[config.mk]
export PLATFORM = sky130hd
export DESIGN_NAME = fifo_sync_fwft_flat
export DESIGN_NICKNAME = d
export VERILOG_FILES = /design/src/rtl/fifo_sync_fwft_if.sv /design/src/rtl/fifo_sync_fwft.sv /design/src/flat_wrapper.sv
export SDC_FILE = /design/constraint.sdc
export NUM_CORES = 2
export LEC_CHECK = 0
export CAP_MARGIN = 20
export CORE_UTILIZATION = 44
export DETAILED_ROUTE_END_ITERATION = 10
export DONT_BUFFER_PORTS = 1
export PLACE_DENSITY = 0.65
export RECOVER_POWER = 50
export REMOVE_ABC_BUFFERS = 1
export SYNTH_ARGS = -nofsm -noshare
export SYNTH_HDL_FRONTEND = slang
export SYNTH_SLANG_ARGS = --single-unit
[constraint.sdc]
create_clock -name clk -period 5.77 [get_ports clk]
set_clock_uncertainty 0.1 [all_clocks]
set_input_delay 0.577 -clock clk [delete_from_list [all_inputs] [get_ports clk]]
set_output_delay 0.577 -clock clk [all_outputs]
set_load 0.02 [all_outputs]
[src/rtl/fifo_sync_fwft_if.sv]
// Handshake and status bundle for fifo_sync_fwft.
// The master modport drives writes and pops; the slave modport is the FIFO itself.
interface fifo_sync_fwft_if #(
    parameter int DATA_WIDTH = 8,
    parameter int ADDR_SIZE  = 9
);
    logic                  wr_dv;
    logic [DATA_WIDTH-1:0] wr_DATA;
    logic                  wr_full;
    logic                  wr_almost_full;
    logic                  wr_overflow;
    logic                  rd_en;
    logic [DATA_WIDTH-1:0] rd_DATA;
    logic                  rd_valid;
    logic                  rd_empty;
    logic                  rd_almost_empty;
    logic                  rd_underflow;
    logic [ADDR_SIZE:0]    level;

    modport master (
        output wr_dv, wr_DATA, rd_en,
        input  wr_full, wr_almost_full, wr_overflow,
        input  rd_DATA, rd_valid, rd_empty, rd_almost_empty, rd_underflow, level
    );

    modport slave (
        input  wr_dv, wr_DATA, rd_en,
        output wr_full, wr_almost_full, wr_overflow,
        output rd_DATA, rd_valid, rd_empty, rd_almost_empty, rd_underflow, level
    );
endinterface

[src/rtl/fifo_sync_fwft.sv]
// Single-clock FIFO with BRAM-style synchronous-read storage, optional
// first-word-fall-through prefetch, occupancy level, sticky error flags and flush.
module fifo_sync_fwft #(
    parameter int DATA_WIDTH       = 8,
    parameter int ADDR_SIZE        = 9,
    parameter int FWFT_MODE        = 1,
    parameter int ALMOST_FULL_VAL  = (2**ADDR_SIZE) - 16,
    parameter int ALMOST_EMPTY_VAL = 16
) (
    input  logic            clk,
    input  logic            rst,
    input  logic            flush,
    input  logic            clr_err,
    fifo_sync_fwft_if.slave bus
);
    localparam int                 DEPTH   = 2**ADDR_SIZE;
    localparam logic [ADDR_SIZE:0] DEPTH_L = (ADDR_SIZE+1)'(DEPTH);
    localparam logic [ADDR_SIZE:0] AF_L    = (ADDR_SIZE+1)'(ALMOST_FULL_VAL);
    localparam logic [ADDR_SIZE:0] AE_L    = (ADDR_SIZE+1)'(ALMOST_EMPTY_VAL);
    localparam logic [ADDR_SIZE:0] LVL_ONE = (ADDR_SIZE+1)'(1);
    localparam logic [ADDR_SIZE:0] LVL_ZERO = (ADDR_SIZE+1)'(0);
    localparam logic [ADDR_SIZE-1:0] PTR_ONE  = ADDR_SIZE'(1);
    localparam logic [ADDR_SIZE-1:0] PTR_ZERO = ADDR_SIZE'(0);

    logic [DATA_WIDTH-1:0] mem_r [DEPTH];
    logic [ADDR_SIZE-1:0]  wr_ptr_r;
    logic [ADDR_SIZE-1:0]  rd_ptr_r;
    logic [ADDR_SIZE:0]    level_r;
    logic [DATA_WIDTH-1:0] ram_q_r;
    logic                  ram_vld_r;
    logic                  out_vld_r;
    logic [DATA_WIDTH-1:0] rd_data_r;
    logic                  rd_pulse_r;
    logic                  ovf_r;
    logic                  udf_r;

    logic                  full_s;
    logic                  empty_s;
    logic                  wr_acc_s;
    logic                  rd_acc_s;
    logic                  ovf_set_s;
    logic                  udf_set_s;
    logic                  move_s;
    logic                  fetch_s;
    logic [ADDR_SIZE:0]    mem_cnt_s;
    logic [ADDR_SIZE:0]    level_nxt_s;
    logic                  ram_vld_nxt_s;
    logic                  out_vld_nxt_s;

    // Acceptance, prefetch pipeline control and next-level computation.
    // In FWFT mode words flow mem -> ram_q_r -> rd_data_r; mem_cnt_s counts
    // words still in the array, i.e. not yet fetched into the pipeline.
    always_comb begin
        full_s        = (level_r == DEPTH_L);
        mem_cnt_s     = level_r - (ADDR_SIZE+1)'(ram_vld_r) - (ADDR_SIZE+1)'(out_vld_r);
        if (FWFT_MODE != 0) begin
            empty_s = !out_vld_r;
        end else begin
            empty_s = (level_r == LVL_ZERO);
        end
        wr_acc_s  = bus.wr_dv && !full_s && !flush;
        rd_acc_s  = bus.rd_en && !empty_s && !flush;
        ovf_set_s = bus.wr_dv && full_s && !flush;
        udf_set_s = bus.rd_en && empty_s && !flush;
        if (FWFT_MODE != 0) begin
            move_s        = ram_vld_r && (!out_vld_r || rd_acc_s) && !flush;
            fetch_s       = (mem_cnt_s != LVL_ZERO) && (!ram_vld_r || move_s) && !flush;
            ram_vld_nxt_s = fetch_s ? 1'b1 : (move_s ? 1'b0 : ram_vld_r);
            out_vld_nxt_s = move_s ? 1'b1 : (rd_acc_s ? 1'b0 : out_vld_r);
        end else begin
            move_s        = 1'b0;
            fetch_s       = rd_acc_s;
            ram_vld_nxt_s = 1'b0;
            out_vld_nxt_s = 1'b0;
        end
        case ({wr_acc_s, rd_acc_s})
            2'b10:   level_nxt_s = level_r + LVL_ONE;
            2'b01:   level_nxt_s = level_r - LVL_ONE;
            default: level_nxt_s = level_r;
        endcase
    end

    // Storage array write port.
    always_ff @(posedge clk) begin
        if (wr_acc_s) begin
            mem_r[wr_ptr_r] <= bus.wr_DATA;
        end
    end

    // Synchronous read register of the array, feeding the FWFT output stage.
    always_ff @(posedge clk) begin
        if (fetch_s) begin
            ram_q_r <= mem_r[rd_ptr_r];
        end
    end

    // Pointers, level and pipeline valid bits; flush resets them all.
    always_ff @(posedge clk or negedge rst) begin
        if (!rst) begin
            wr_ptr_r   <= PTR_ZERO;
            rd_ptr_r   <= PTR_ZERO;
            level_r    <= LVL_ZERO;
            ram_vld_r  <= 1'b0;
            out_vld_r  <= 1'b0;
            rd_pulse_r <= 1'b0;
        end else if (flush) begin
            wr_ptr_r   <= PTR_ZERO;
            rd_ptr_r   <= PTR_ZERO;
            level_r    <= LVL_ZERO;
            ram_vld_r  <= 1'b0;
            out_vld_r  <= 1'b0;
            rd_pulse_r <= 1'b0;
        end else begin
            if (wr_acc_s) begin
                wr_ptr_r <= wr_ptr_r + PTR_ONE;
            end
            if (fetch_s) begin
                rd_ptr_r <= rd_ptr_r + PTR_ONE;
            end
            level_r    <= level_nxt_s;
            ram_vld_r  <= ram_vld_nxt_s;
            out_vld_r  <= out_vld_nxt_s;
            rd_pulse_r <= (FWFT_MODE == 0) && rd_acc_s;
        end
    end

    // Output data register: keeps its last word whenever nothing new is loaded.
    always_ff @(posedge clk or negedge rst) begin
        if (!rst) begin
            rd_data_r <= {DATA_WIDTH{1'b0}};
        end else if (FWFT_MODE != 0) begin
            if (move_s) begin
                rd_data_r <= ram_q_r;
            end
        end else begin
            if (rd_acc_s) begin
                rd_data_r <= mem_r[rd_ptr_r];
            end
        end
    end

    // Sticky error flags; a fresh error wins over clr_err in the same cycle.
    always_ff @(posedge clk or negedge rst) begin
        if (!rst) begin
            ovf_r <= 1'b0;
            udf_r <= 1'b0;
        end else begin
            if (ovf_set_s) begin
                ovf_r <= 1'b1;
            end else if (clr_err) begin
                ovf_r <= 1'b0;
            end
            if (udf_set_s) begin
                udf_r <= 1'b1;
            end else if (clr_err) begin
                udf_r <= 1'b0;
            end
        end
    end

    // Status outputs, all decoded directly from registered state.
    always_comb begin
        bus.wr_full         = full_s;
        bus.wr_almost_full  = (level_r >= AF_L);
        bus.wr_overflow     = ovf_r;
        bus.rd_DATA         = rd_data_r;
        bus.rd_empty        = empty_s;
        bus.rd_almost_empty = (level_r <= AE_L);
        bus.rd_underflow    = udf_r;
        bus.level           = level_r;
        if (FWFT_MODE != 0) begin
            bus.rd_valid = out_vld_r;
        end else begin
            bus.rd_valid = rd_pulse_r;
        end
    end
endmodule

[src/flat_wrapper.sv]
// flat-port wrapper written by rule: the top's interface ports become plain ports
module fifo_sync_fwft_flat 
#(
    parameter int DATA_WIDTH       = 8,
    parameter int ADDR_SIZE        = 9,
    parameter int FWFT_MODE        = 1,
    parameter int ALMOST_FULL_VAL  = (2**ADDR_SIZE) - 16,
    parameter int ALMOST_EMPTY_VAL = 16
)
  (clk, rst, flush, clr_err, bus_wr_dv, bus_wr_DATA, bus_rd_en, bus_wr_full, bus_wr_almost_full, bus_wr_overflow, bus_rd_DATA, bus_rd_valid, bus_rd_empty, bus_rd_almost_empty, bus_rd_underflow, bus_level);
  fifo_sync_fwft_if #(.DATA_WIDTH(DATA_WIDTH), .ADDR_SIZE(ADDR_SIZE)) bus_i ();
  input  logic clk;
  input  logic rst;
  input  logic flush;
  input  logic clr_err;
  input wire logic [$bits(bus_i.wr_dv)-1:0] bus_wr_dv;
  input wire logic [$bits(bus_i.wr_DATA)-1:0] bus_wr_DATA;
  input wire logic [$bits(bus_i.rd_en)-1:0] bus_rd_en;
  output wire logic [$bits(bus_i.wr_full)-1:0] bus_wr_full;
  output wire logic [$bits(bus_i.wr_almost_full)-1:0] bus_wr_almost_full;
  output wire logic [$bits(bus_i.wr_overflow)-1:0] bus_wr_overflow;
  output wire logic [$bits(bus_i.rd_DATA)-1:0] bus_rd_DATA;
  output wire logic [$bits(bus_i.rd_valid)-1:0] bus_rd_valid;
  output wire logic [$bits(bus_i.rd_empty)-1:0] bus_rd_empty;
  output wire logic [$bits(bus_i.rd_almost_empty)-1:0] bus_rd_almost_empty;
  output wire logic [$bits(bus_i.rd_underflow)-1:0] bus_rd_underflow;
  output wire logic [$bits(bus_i.level)-1:0] bus_level;
  assign bus_i.wr_dv = bus_wr_dv;
  assign bus_i.wr_DATA = bus_wr_DATA;
  assign bus_i.rd_en = bus_rd_en;
  assign bus_wr_full = bus_i.wr_full;
  assign bus_wr_almost_full = bus_i.wr_almost_full;
  assign bus_wr_overflow = bus_i.wr_overflow;
  assign bus_rd_DATA = bus_i.rd_DATA;
  assign bus_rd_valid = bus_i.rd_valid;
  assign bus_rd_empty = bus_i.rd_empty;
  assign bus_rd_almost_empty = bus_i.rd_almost_empty;
  assign bus_rd_underflow = bus_i.rd_underflow;
  assign bus_level = bus_i.level;
  fifo_sync_fwft #(.DATA_WIDTH(DATA_WIDTH), .ADDR_SIZE(ADDR_SIZE), .FWFT_MODE(FWFT_MODE), .ALMOST_FULL_VAL(ALMOST_FULL_VAL), .ALMOST_EMPTY_VAL(ALMOST_EMPTY_VAL)) u_core (.clk(clk), .rst(rst), .flush(flush), .clr_err(clr_err), .bus(bus_i));
endmodule
==> impl_results.md <==
- Fin nets: 7873
- Max_cap viols: 15
- Portion of netlist area occupied by mux cells: 15.9%
- Worst setup SP type: register
- Clock sink total: 4144
- Initial antenna violation count: 21
- Net Sw Power: 18.5 mW
- Synth cell types: 78
- Top post-synthesis cells by count: edfxtp_1, mux4_2, nor2_1
- Final worst hold slack: -0.157 ns
- Post-synth top flop: edfxtp_1
- Fin area: 181000 um^2
- Register area share after synthesis: 76.6%
- Hold path cells: 0
- Synth Area in Simple Gates: 2.38%
- Slew @ Worst Pin: 6.04 ns
- Final Max Slew Viols: 2586
- Worst vdd ir: 282 uV
- DRC violations left: 0
- Violated checks: negative hold slack, max-capacitance violations, max-slew violations
- First-pass GRT wire length: 615000 um
- Share of post-route cells with drive strength above 1: 22.6%
- Antenna Nets Post-Route: 0
- Slew headroom: -303%
- Detailed Route Iter0 Violations: 10800
- Sw frac: 25.5%
- Total chip power: 72.6 mW
- YS warnings: 0
- GR Overflow Total: 0
- Core Rows: 222
- Cts bufs inserted: 401
- Worst-Skew Late Latency: 0.97 ns
- Drt total wl: 436000 um
- Critical Path Sink Type: register
- Seq pwr share: 46.2%
- Min-delay worst type: in -> reg
- Ys async rst share: 0.965%
- CTS tree: yes
- Max H-tree Level: 5
- Die area: 371000 um^2
- Clock Power Share: 36.1%
- Routability cong.: 0.848
- Crit share post-route: 89.2%
- Top cells by area, synth: edfxtp_1, mux4_2, mux2i_1, nor2_1, o221ai_1
- Final setup TNS: 0 ns
- Outcome: complete, but fails checks
- Final Setup Violations: 0
- Drt pass-1 iters: 8
- Register bit total from synthesis: 4144
- Post-synthesis compound-gate area fraction: 2.93%
- Cells after Synth: 7651
- Vias per cell: 6.26
- Routed vias: 81300
- Comb pwr share: 17.7%
- IO Port Bufs: 0
- Number of flops mapped to enable cells by yosys: 4104
- Crit path time final: 5.15 ns
- XOR/XNOR share of the synthesized area: 0.140%
- WL per Instance: 33.5 um
- Top Ports: 39
- Count leader, synth: edfxtp_1
- Post-Syn Area per Cell: 21.2 um^2
- Leak pwr: 55.4 nW
- Cell accounting for the most synthesized area: edfxtp_1
- CTS clk-pin slew, worst paths: 0.06 ns
- Core ar.: 366000 um^2
- Worst R2R Path Depth: 7
- Pre-CTS setup slack: 0.821 ns
- Fmax: 0.194 GHz
- Root Buffer: clkbuf_16
- Die extent in y: 609 um
- Fin. Hold Viols: 3
- Crit-path max FO: 47
- Mapped cell area: 162000 um^2
- Power Dens Cells: 400 nW/um^2
- Deepest clock path buffer count: 4
- Pin count of the biggest net entering global routing: 512
- Total GRT Usage: 23.1%
- WP data arrival: 5.77 ns
- Largest family of logic cells by synthesized area: multiplexers
- RSZ-0062 raised after global routing: no
- Post-route setup slack: 0.621 ns
- Internal power: 54.1 mW
- Area grow syn2layout: 11.8%
- End-of-flow core utilization: 49.5%
- Post-synth top area share: 76.0%
- CP Data Required Time: 6.39 ns
- Placed Area: 168000 um^2
- Vias in the first global route: 80700
- WS Path Type: reg -> reg
- Adder-cell share of the synthesized area: 0.0973%
- Die width: 609 um
- Starting Density: 44.3%
- HPWL after detailed placement: 246000 um
-- cell usage in the layout, fill, tap and decap left out, types with 9 or more instances in the layout --
master         instances
nand2_1              110
a221oi_1              59
o211ai_1              11
buf_4                178
clkinv_1              88
clkinv_2              81
edfxtp_1            4104
buf_12                54
o221ai_1             140
xor2_1                15
bufinv_16             42
and3_1                17
a22oi_1               50
clkinvlp_4            14
o22ai_1               75
inv_1                 11
mux2_2                21
clkbuf_16            409
nand3_1               43
clkbuf_1              81
a221o_1                9
ha_1                  11
nor2_1               583
nor3_1                44
nand2_4               17
o21ai_0               71
a31oi_1               14
mux2i_1              435
a22o_1                10
a211oi_1              28
and2_1                12
o21ai_1               12
xnor2_1               11
mux4_2               939
dlygate4sd3_1         20
a21oi_1              107
a211o_1               10
dfrtp_1               33
-- power by group through the flow --
stage / clock, mW / combinational [mW] / sequential [mW]
after floorplan: 0 / 7.17 / 34.3
after global placement: 0 / 12.4 / 34.1
after detailed placement: 0 / 12.5 / 34.1
after CTS: 26.4 / 12.8 / 33.5
after global routing: 27.5 / 13.4 / 33.5
final: 26.2 / 12.8 / 33.6
-- final timing paths --
path	endpoint	startpoint	slack, ns
max in group asynchronous	u_core.rd_ptr_r[3]$_DFFE_PN0P_	rst	1.43
min in group asynchronous	u_core.bus.rd_DATA[0]$_DFFE_PN0P_	rst	0.71
worst min-delay path	u_core.mem_r[311][6]$_DFFE_PP_	bus_wr_DATA[6]	-0.16
worst max-delay path	u_core.ram_q_r[4]$_DFFE_PP_	u_core.rd_ptr_r[0]$_DFFE_PN0P_	0.62
worst min register to register	u_core.bus.rd_DATA[4]$_DFFE_PN0P_	u_core.ram_q_r[4]$_DFFE_PP_	0.39
worst max register to register	u_core.ram_q_r[4]$_DFFE_PP_	u_core.rd_ptr_r[0]$_DFFE_PN0P_	0.62
-- flip-flops by register name, summed over array words and instances (netlist names) --
signal,cells
u_core.bus.level,10
u_core.bus.rd_DATA,8
u_core.bus.rd_underflow,1
u_core.bus.rd_valid,1
u_core.bus.wr_overflow,1
u_core.mem_r,4096
u_core.ram_q_r,8
u_core.ram_vld_r,1
u_core.rd_ptr_r,9
u_core.wr_ptr_r,9
-- timing repair --
action | in CTS | in global routing
hold buffers | 31 | 5
gates resized for setup | 0 | 0
buffers inserted | 0 | 0
endpoints found under the hold margin | 1061 | 286
-- worst max-delay path, stage by stage (launching register included) --
cell     delay [ns]
dfrtp_4        1.19
buf_12         0.43
mux4_2         0.59
mux4_2         0.47
and2_1         0.24
o21ai_0        1.01
nand4_1        0.51
o31a_1         0.23
-- metal layers --
metal	track usage, %	wire [um]	share of wire (%)	up-vias
li1	-	-	-	32500
met1	32.0	168000	39	43500
met2	37.3	210000	48	4605
met3	4.13	40900	9.4	740
met4	7.23	16100	3.7	8
met5	0	55	0.013	-
-- cells by family after synthesis --
group | after synthesis
flip-flops | 4144
multiplexers | 1395
AND/OR/NAND/NOR | 909
AO/OA/AOI/OAI | 662
buffers and inverters | 503
XOR/XNOR | 26
adder cells (fa/ha/maj) | 12
-- per-stage QoR --
step | hold WS (ns) | cells
global placement | 0.182 | 12200
floorplan | 0.181 | 7163
global route | -0.214 | 13000
detailed placement | 0.182 | 12200
finish | -0.157 | 13000
CTS | 0.000238 | 13000
-- layout make-up --
| type | count | area, um^2 |
|---|---|---|
| fill | 28800 | 185000 |
| sequential | 4144 | 124000 |
| multi-input combinational | 3004 | 35000 |
| clock buffer | 481 | 10500 |
| tap | 4816 | 6030 |
| timing repair buffer | 281 | 2890 |
| clock inverter | 251 | 2500 |
| inverter | 15 | 76.3 |
| antenna | 7 | 17.5 |
Note: power is estimated with default switching activity, not from simulation.
